File: config.mk
export PLATFORM = sky130hd
export DESIGN_NAME = switch_debouncer
export DESIGN_NICKNAME = d
export VERILOG_FILES = /design/src/rtl/switch_debouncer.sv
export SDC_FILE = /design/constraint.sdc
export NUM_CORES = 1
export LEC_CHECK = 0
export ABC_AREA = 1
export CAP_MARGIN = 20
export CORE_UTILIZATION = 57
export DETAILED_ROUTE_END_ITERATION = 7
export PLACE_DENSITY = 0.82
export SLEW_MARGIN = 10
export SYNTH_ARGS = -nofsm -noshare
export SYNTH_HDL_FRONTEND = slang
export SYNTH_SLANG_ARGS = --single-unit
File: constraint.sdc
create_clock -name clk -period 3.41 [get_ports clk]
set_input_delay 0.682 -clock clk [delete_from_list [all_inputs] [get_ports clk]]
set_output_delay 0.682 -clock clk [all_outputs]
set_load 0.05 [all_outputs]
File: src/rtl/switch_debouncer.sv
// Switch debouncer: two-flop synchronizer feeding a four-state qualify FSM with a stability down-counter.
// Optional DB_PRESCALE_EN: count steps advance only on a free-running prescaler tick instead of every clock.
module switch_debouncer #(
    parameter int CNT_W        = 20,
    parameter int STABLE_COUNT = 1000000,
    parameter int PRESCALE     = 100
) (
    input  logic clk,
    input  logic reset,
    input  logic sw,
    output logic db,
    output logic busy
);

    typedef enum logic [1:0] {
        ZERO  = 2'd0,
        WAIT1 = 2'd1,
        ONE   = 2'd2,
        WAIT0 = 2'd3
    } state_t;

    localparam logic [CNT_W-1:0] LOAD = CNT_W'(STABLE_COUNT - 1);

    if (PRESCALE < 1) begin : g_bad_prescale
        $error("switch_debouncer: PRESCALE must be at least 1");
    end
    if (STABLE_COUNT < 1 || longint'(STABLE_COUNT) > (longint'(1) << CNT_W)) begin : g_bad_count
        $error("switch_debouncer: STABLE_COUNT out of range for CNT_W");
    end

    logic             sync_0;
    logic             sync_1;
    logic             step;
    state_t           state;
    state_t           next_state;
    logic [CNT_W-1:0] count;
    logic [CNT_W-1:0] next_count;

    always_ff @(posedge clk or posedge reset) begin
        if (reset) begin
            sync_0 <= 1'b0;
            sync_1 <= 1'b0;
        end else begin
            sync_0 <= sw;
            sync_1 <= sync_0;
        end
    end

`ifdef DB_PRESCALE_EN
    localparam int PS_W = (PRESCALE > 1) ? $clog2(PRESCALE) : 1;
    localparam logic [PS_W-1:0] PS_LAST = PS_W'(PRESCALE - 1);

    logic [PS_W-1:0] prescale;

    // Free-running; never restarted on WAIT entry, so the first step after entry jitters.
    always_ff @(posedge clk or posedge reset) begin
        if (reset) begin
            prescale <= '0;
        end else if (prescale == PS_LAST) begin
            prescale <= '0;
        end else begin
            prescale <= prescale + PS_W'(1);
        end
    end

    assign step = (prescale == PS_LAST);
`else
    assign step = 1'b1;
`endif

    // Level check wins over the counter: a bounce on the final count step aborts rather than commits.
    always_comb begin
        next_state = state;
        next_count = count;
        case (state)
            ZERO: begin
                if (sync_1) begin
                    next_state = WAIT1;
                    next_count = LOAD;
                end
            end
            WAIT1: begin
                if (!sync_1) begin
                    next_state = ZERO;
                end else if (step) begin
                    if (count == '0) begin
                        next_state = ONE;
                    end else begin
                        next_count = count - CNT_W'(1);
                    end
                end
            end
            ONE: begin
                if (!sync_1) begin
                    next_state = WAIT0;
                    next_count = LOAD;
                end
            end
            WAIT0: begin
                if (sync_1) begin
                    next_state = ONE;
                end else if (step) begin
                    if (count == '0) begin
                        next_state = ZERO;
                    end else begin
                        next_count = count - CNT_W'(1);
                    end
                end
            end
            default: begin
                next_state = ZERO;
            end
        endcase
    end

    // Outputs are flopped decodes of the state register, keeping sw fully isolated from db/busy.
    always_ff @(posedge clk or posedge reset) begin
        if (reset) begin
            state <= ZERO;
            count <= '0;
            db    <= 1'b0;
            busy  <= 1'b0;
        end else begin
            state <= next_state;
            count <= next_count;
            db    <= (state == ONE) || (state == WAIT0);
            busy  <= (state == WAIT1) || (state == WAIT0);
        end
    end

endmodule

Word-level counts from Yosys, hierarchy flattened --
Cells that the tools add are included.
Storage, ports and cells: register bits after elaboration 26, input bits 3, output and inout port bits 2
Operators by class: add/sub/neg operators 1, eq/ne operators 9, multiplexer cells 13, reduce and logical (&&, ||, !) cells 6
Operators by type and width (number):
- 20-bit two-way mux | 5
- 20-bit case mux with 4 select lines | 1
- 20-bit logical NOT | 1
- 20-bit by 1-bit subtractor with 20-bit output, second input constant | 1
- 2-bit two-way mux | 6
- 2-bit != test, second input constant | 4
- 2-bit case mux with 4 select lines | 1
- 4-bit AND reduction | 2
- 3-bit != test, second input constant | 2
- 2-bit == test, second input constant | 2
- 2-bit by 1-bit == test with 1-bit output, second input constant | 1
- 2-bit logical NOT | 1
- 1-bit logical OR | 2

Logic depth before layout (Yosys ltp) --
Gate-level depths: netlist of the first run.
depth after elaboration 4, mapped depth 10

Worst setup path before layout of the first run --
Ideal clock, no wire load.
path kind register to register, start point register count[0], end point register count[14], setup time 0.117 ns, arrival time 1.284 ns, slack 2.009 ns, stages on the path, launching flop included 10, buffers on the path 0, period minus slack after synthesis 1.401 ns, cells stage by stage dfrtp_1 inv_2 ha_1 nand2_1 nor2_1 nand3_1 nand2_1 nand3_1 nand2_1 nand2_1
On the way: longest elaborated chain between the ends 4, elaborated cells on any way between the ends 6
Ends and longest elaborated chain:
- start: declaration | line 36 | logic [CNT_W-1:0] count;
- start signal: assignment | line 125 | count <= next_count;
- 20-bit by 1-bit subtractor with 20-bit output or 20-bit logical NOT (tied branches)
- 20-bit two-way mux (*) | line 86, 103
- 20-bit two-way mux, on equally long branches | line 100, 83
- 20-bit case mux with 4 select lines (*) | line 75 | case (state)
Mark *: on every way between the ends. The rest lies on a longest branch, timed or not. The select of a mux whose other input is x is not followed. A chain may end at the register's enable or synchronous reset.

Worst setup path in the final report of the first run --
start point register count[10], end point register count[9]
On the way: longest elaborated chain between the ends 4, elaborated cells on any way between the ends 5
Ends and longest elaborated chain (line):
- 20-bit logical NOT (*) | 86, 103
- 20-bit two-way mux (*)
- 20-bit two-way mux, on equally long branches
- 20-bit case mux with 4 select lines (*)
Marked as above.

==> summary by stage, run 1 <==
Clock network
The total setup buffers inserted after CTS is 0. The cell chosen for the clock root is clkbuf_4. The CTS tree is built. After clock tree synthesis, the clock-pin slew on the worst setup and hold paths is approximately 0.15 ns. The quantity of gates resized following cts is 0. The clock sink count is 26. For this design, the CTS-stage hold fixing added 0 buffers. The largest buffer count on any clock path is 2. The clock reaches the later pin of the worst-skew pair after between 0.3 and 0.4 ns. The CTS buffer count is 3. The total number of H-tree levels is 1.

Cells and area
The count of nets after finishing is 218. Across the whole layout, storage elements account for around 650 sq um. The fill cell instance count of the final layout is about 220. Relative to the synthesized area, the layout overhead comes to 5.95%. In the final layout, the share of cells above drive strength 1 is 0.113. The multi-input combinational cell area is about 770 sq um. The number of diodes added for antenna fixing is 0.

Global route
The first global-routing pass estimated around 5400 microns of wire. The number of antenna violations at the first check in global routing is 0. Summed over all layers, the global routing overflow is 0. Entering global routing, the biggest net connects 27 pins. The total track usage is 0.255. The number of global-route vias before repair is between 1,000 and 1,500.

Timing
For the pin with the worst max-slew slack, the measured transition is 0.628 ns. The summed negative setup slack over all endpoints is 0 ns. Setup repair after global routing left no endpoint under its margin. The fraction of the cycle the final worst path needs is 0.657. The total count of hold-check failures in the final report is 0.

The setup clock skew after layout is 0.00879 ns. Timing would allow up to 0.446 GHz. The worst hold margin is between 0.3 and 0.4 ns. The worst slew slack as a fraction of its limit is 0.580.

The count of pins over their slew limit is 0. The number of endpoints failing setup at the final stage is 0. The smallest clock period supported by the final layout is computed as around 2.2 ns.

Power
VDD sags by at most 0.000461 V. Internal power comes to 591 uW. The share of total power dissipated in sequential elements is 0.441. Summed over all nets, the switching power comes to 379 uW. Of the total power, the clock network draws 0.223.

Power spread over the standard cell area amounts to 589 mW/mm^2. The combinational power share is 0.336. Of the total power, the share spent switching nets is 0.391. The leakage power is between 0.0008 and 0.0009 uW.

Die
The standard-cell row count is 18. The x dimension of the die is between 50 and 60 microns. The core region is 0.00252 sq mm. The initial utilization of the core area, before any placement, comes to 0.617. 5 I/O pins were placed.

The die extent in y is around 54 microns. The die covers a little under 0.003 sq mm.

Synth
By count the netlist is led by nand2_1, nand3_1, nor2_1. The most frequently used cell type in the post-synthesis netlist is nand2_1. The post-synthesis sequential area ratio is 0.418. In this run the cell area of the synthesized design comes to roughly 0.0016 sq mm.

Yosys printed 0 warnings. The most common flop cell mapped by yosys is dfrtp_1. For this run, asynchronously set or reset flops after synthesis account for 1.00. The mean post-synth cell area is about 7.4 sq um.

The number of nets in the synthesized netlist is roughly 220. The largest total area in the synthesized netlist belongs to dfrtp_1. After technology mapping, the gate count stands at ~210. Counting flops with a built-in enable in the synthesized netlist gives 0. Counting distinct cell types in the post-synthesis netlist gives 24. After synthesis, the cell types taking the most area are dfrtp_1, nand2_1, nand3_1. Of the post-synthesis cell area, the dominant cell type holds 0.418.

The number of synthesized register bits is 26.

Route
For this block, the initial DRC count from the detailed router was 55. The count of nets left with antenna violations once routing finished came out at 0. Dividing the detail-routed wire length by the instance count gives roughly 13 microns.

The final wirelength is 3190 microns. In the routed layout, each cell is associated on average with a via count of between 5 and 6. The via total after detailed routing is roughly 1,400.

The first-pass iteration count of the detailed router is 4. The residual DRC count is 0.

Worst setup path
The data arrival time at the worst-slack endpoint is 2.45 ns. Data on the critical path is required at its endpoint by about 3.6 ns. The critical path is of the reg -> reg type. In this run the worst path has a maximum fanout of 20. STA classifies the critical path endpoint as a flop. The sort of element at the start of the critical path is a flop.

Worst hold path
The tightest min-delay check is of the reg -> reg type.

Place
At the end of routability-driven placement, the weighted congestion stood at ~0.94. Port buffering added 4 buffers. The detailed placer's ending HPWL is 2350 microns.

Run status
The run finished with clean final reports.

Run
The max-cap check violation count is 0.
-- layout make-up --
type | instances | share of cell area
Multi-Input combinational cell | 156 | 0.469
Sequential cell | 26 | 0.395
Inverter | 21 | 0.0478
Timing Repair Buffer | 5 | 0.0334
Tap cell | 30 | 0.0228
Clock inverter | 1 | 0.0182
Clock buffer | 3 | 0.0137
-- stage by stage --
| step | instance area [sq um] | std cells | total power [uW] | utilization | setup WS [ns] |
|---|---|---|---|---|---|
| after floorplan | 1560 | 211 | 682 | - | 2.01 |
| after global placement | 1580 | 237 | 737 | 0.626 | 1.33 |
| after detailed placement | 1580 | 237 | 750 | 0.626 | 1.22 |
| after CTS | 1630 | 241 | 966 | 0.647 | 1.20 |
| after global routing | 1650 | 242 | 1040 | 0.653 | 0.915 |
| final | 1650 | 242 | 970 | 0.653 | 1.17 |
-- worst max-delay path: stages, from the launching register on --
cell	delay, ns
dfrtp_1	0.47
nor2_2	0.19
nand2_2	0.10
nor2_4	0.14
nand3_2	0.10
nand2_2	0.35
nand2_1	0.50
nand2_1	0.19
o21ai_1	0.08
-- metal layers --
metal  global-route usage  share of wire  up-vias
li1                     -              -      678
met2                0.441           0.49       39
met3               0.0333          0.046        7
met4               0.0940          0.017        0
met1                0.323           0.45      658
met5                    0              0        -
-- worst paths after layout --
path	cells past startpoint	end	slack, ns	startpoint
worst max-delay path	8	count[9]	1.17	count[10]
worst min-delay path	0	sync_1	0.37	sync_0
worst max register to register	8	count[9]	1.17	count[10]
worst min register to register	0	sync_1	0.37	sync_0
max in group asynchronous	3	async pin	2.26	reset
min in group asynchronous	2	count[17]	0.67	reset
-- sequential cells by signal (all words and copies together), names as in the netlist, named ones only --
register	count
sync_0	1
sync_1	1
state	1
busy	1
db	1
count	20
-- cell families (layout without fill, tap and decap cells) --
group,Yosys count,count (layout),synth area share
compound gates,16,16,0.0587
xor+xnor,7,7,0.0394
fa+ha+maj,2,2,0.0161
buf+inv,29,30,0.0845
flops,26,26,0.418
simple gates,131,131,0.383
-- power by group through the flow --
stage          clock (uW)  combinational (uW)  sequential, uW
6_report              217                 326             427
3_5_place_dp            0                 320             431
5_1_grt               228                 375             434
2_1_floorplan           0                 264             418
3_3_place_gp            0                 308             429
4_1_cts               220                 321             424
-- placed cells by master, fill, tap and decap left out, types with 2 or more instances in the layout --
| master | Yosys | final |
|---|---|---|
| inv_1 | 16 | 16 |
| clkdlybuf4s50_1 | 0 | 4 |
| nand3_1 | 28 | 28 |
| nand2_1 | 58 | 58 |
| o21ai_2 | 3 | 3 |
| xor2_1 | 5 | 5 |
| clkbuf_4 | 0 | 3 |
| xnor2_1 | 2 | 2 |
| nand2_2 | 2 | 2 |
| dfrtp_1 | 26 | 26 |
| o21ai_1 | 11 | 11 |
| inv_2 | 5 | 5 |
| o21ai_0 | 2 | 2 |
| nand4_1 | 5 | 5 |
| nor2_1 | 27 | 27 |
| nand3_2 | 5 | 5 |
| nor2_2 | 2 | 2 |
| ha_1 | 2 | 2 |
(Power assumes the default switching activity.)
==> run 2, diff against run 1 <==
CORE_UTILIZATION = 54   (was 57)
PLACE_DENSITY = 0.81   (was 0.82)
clock period = 1.84 ns   (was 3.41 ns; I/O delays follow)
==> summary by stage, run 2 (synthesis gave the netlist of run 1 again) <==
Cells and area
The multi-input combinational cell area is 783 sq um (+1.3%). The number of standard cells in the layout, taps in and fillers out came to 248 (+2.5%). The number of diodes added for antenna fixing is 0 (unchanged).

The sequential cell area is 652 sq um (+0.19%). Counting flops per register, the top entry is count. The number of flip-flops in the largest register was 20 (unchanged). The most common library cell in the layout ignoring fill and taps is nand2_1. The final standard cell utilization of the core is 0.614 (-0.0391). The proportion of layout cells with a drive suffix above 1 is 0.138 (+0.0250).

The fill cell instance count of the final layout is 230 (+4.1%). The count of nets after finishing is 223 (+2.3%). Leaving out fill and tap cells, the most frequent cells in the layout are nand2_1, nand3_1, nor2_1. The synthesis-to-layout area growth is 7.96%.

Timing
The number of endpoints failing setup at the final stage came to 0 (unchanged). The final setup slack of the worst path is 0.121 ns (-1.05 ns). The setup clock skew after layout is 0.0105 ns (+0.00176 ns).

The worst slew slack as a fraction of its limit is 0.667 (+0.0863). The clock period minus worst slack was 1.72 ns (-0.523 ns). The count of pins over their slew limit is 0 (unchanged). The total count of hold-check failures in the final report is 0 (unchanged).

The slew at the pin closest to its max-slew limit is 0.499 ns (-0.129 ns). The fraction of the cycle the final worst path needs is 0.934 (+0.277). The highest clock frequency the design can meet is 0.582 GHz (+30%). The summed negative setup slack over all endpoints is 0 ns (unchanged).

Worst setup path
Walking the worst path, the cells encountered are nor2_2, nand2_1, nor2_4, nand3_2, nand2_4, buf_4, inv_2, o21ai_1. The worst-case reg-to-reg path depth is 8 (unchanged). The worst setup path is of the reg -> reg kind.

The worst setup path is launched from a flop. The maximum cell stage delay along the critical path was 0.47 ns (-0.03 ns). The data required time of the critical path is 2.08 ns (-1.53 ns). The worst reg-to-reg setup slack is 0.12 ns (-1.05 ns). The destination of the worst register-to-register timing path is count[0]. The data arrival time at the worst-slack endpoint is 1.96 ns (-0.49 ns).

The capturing element type of the critical path is a flop. The worst reg2reg path startpoint is count[8]. The critical-path cell with the highest stage delay is dfrtp_2.

The maximum net fanout on the critical path is 13 (-35%).

Clock network
The total setup buffers inserted after CTS was 0 (unchanged). The clock transition at the registers of the reported paths was 0.15 ns (about the same). The root buffer cell chosen for the clock tree is clkbuf_4. The largest buffer count on any clock path is 2 (unchanged).

The clock sink count is 26 (unchanged). The total number of H-tree levels came to 1 (unchanged). The CTS buffer count is 3 (unchanged). The clock latency on the worst-skew pair is 0.32 ns (about the same). The hold buffer count at cts is 0 (unchanged). TritonCTS built the clock tree.

Route
The first-pass iteration count of the detailed router was 4 (unchanged). The final wirelength is 3070 microns (-3.8%). The number of DRC markers after the initial detailed-route iteration is 56 (+1.8%). The number of nets still failing antenna checks after routing is 0 (unchanged). The residual DRC count came to 0 (unchanged).

The average via count per standard cell is 5.37 (-6.0%). The via total after detailed routing is 1,331 (-3.7%). The average wire per cell in the routed design is 12.4 microns (-6.1%).

Run
The max-cap check violation count is 0 (unchanged).

Global route
The total track usage is 0.214 (-0.0413). The first-pass GRT wire length is 5210 microns (-3.4%). The overflow left after global routing came to 0 (unchanged). The number of global-route vias before repair was 1,170 (-9.1%). The pin count of the biggest net entering global routing is 27 (unchanged).

The number of antenna violations at the first check in global routing is 0 (unchanged).

Run status
The flow ran to the end, and the final reports show no timing, DRC or antenna violations.

Worst hold path
The tightest min-delay check is of the reg -> reg type. The depth of the worst hold-timing path is 0 (unchanged). The worst hold path terminates at sync_1. The beginning of the worst hold path is sync_0.

Power
The leakage power is 0.000858 uW (+5.5%). The worst IR drop on VDD came to 0.000779 V (+69%). The power per unit of standard cell area was 1020 mW/mm^2 (+73%). The total design power is 1710 uW (+76%).

Die
The die extent in y was 55.7 microns (+2.6%). The placeable core region is 0.00273 sq mm (+8.4%). The initial cell density of the core is 0.569 (-0.0477).

The number of primary I/O pins was 5 (unchanged). The floorplan die area is 0.00310 sq mm (+5.3%). The standard-cell row count is 19 (+1). The x dimension of the die is 55.7 microns (+2.6%).

Place
The detailed placer's ending HPWL is 2280 microns (-2.8%). The placer's final routability congestion estimate came to 0.886 (-5.9%). The post-place setup slack was 0.108 ns (-1.11 ns).

The number of placed cells counting well taps is 244 (+3.0%). The number of port buffers was 4 (unchanged).
[run 2: repair_timing]
item	4_1_cts	5_1_grt
endpoints found under the hold margin	0	0
gates resized for setup	0	5
endpoints found under the setup margin	0	12
[run 2: worst max-delay path by stage]
stage	endpoint	cells after the start	startpoint
floorplan	count[14]	9	count[0]
global placement	count[19]	9	count[8]
detailed placement	count[9]	9	count[8]
CTS	busy	1	busy
global route	count[9]	9	count[14]
finish	count[0]	8	count[8]
[run 2: layout make-up]
cell class / count / area share
Clock buffer: 4 / 0.0216
Multi-Input combinational cell: 156 / 0.466
Tap cell: 31 / 0.0231
Inverter: 21 / 0.0469
Timing Repair Buffer: 10 / 0.0537
Sequential cell: 26 / 0.388
[run 2: critical path: cells and delay by family, from the launching register on]
family / cells / cell delay (ns)
simple gates: 5 / 0.71
flops: 1 / 0.47
buf+inv: 2 / 0.29
compound gates: 1 / 0.17
[run 2: where the power goes]
| group | leakage [uW] | internal [uW] | switching (uW) | total, uW |
|---|---|---|---|---|
| clock | 0.0000210 | 121 | 169 | 290 |
| combinational | 0.000515 | 225 | 419 | 644 |
| sequential | 0.000322 | 677 | 101 | 778 |
[run 2: layer usage]
| layer | GRT usage | wire (microns) | vias up |
|---|---|---|---|
| met5 | 0 | 0 | - |
| met4 | 0.0643 | 29 | 0 |
| met3 | 0.0209 | 107 | 4 |
| met2 | 0.343 | 1430 | 25 |
| met1 | 0.309 | 1500 | 620 |
| li1 | - | - | 682 |
[run 2: through the flow]
stage | hold slack [ns] | cell area [sq um]
floorplan | 0.331 | 1560
global placement | 0.334 | 1630
detailed placement | 0.336 | 1630
CTS | 0.367 | 1660
global route | 0.372 | 1680
finish | 0.363 | 1680
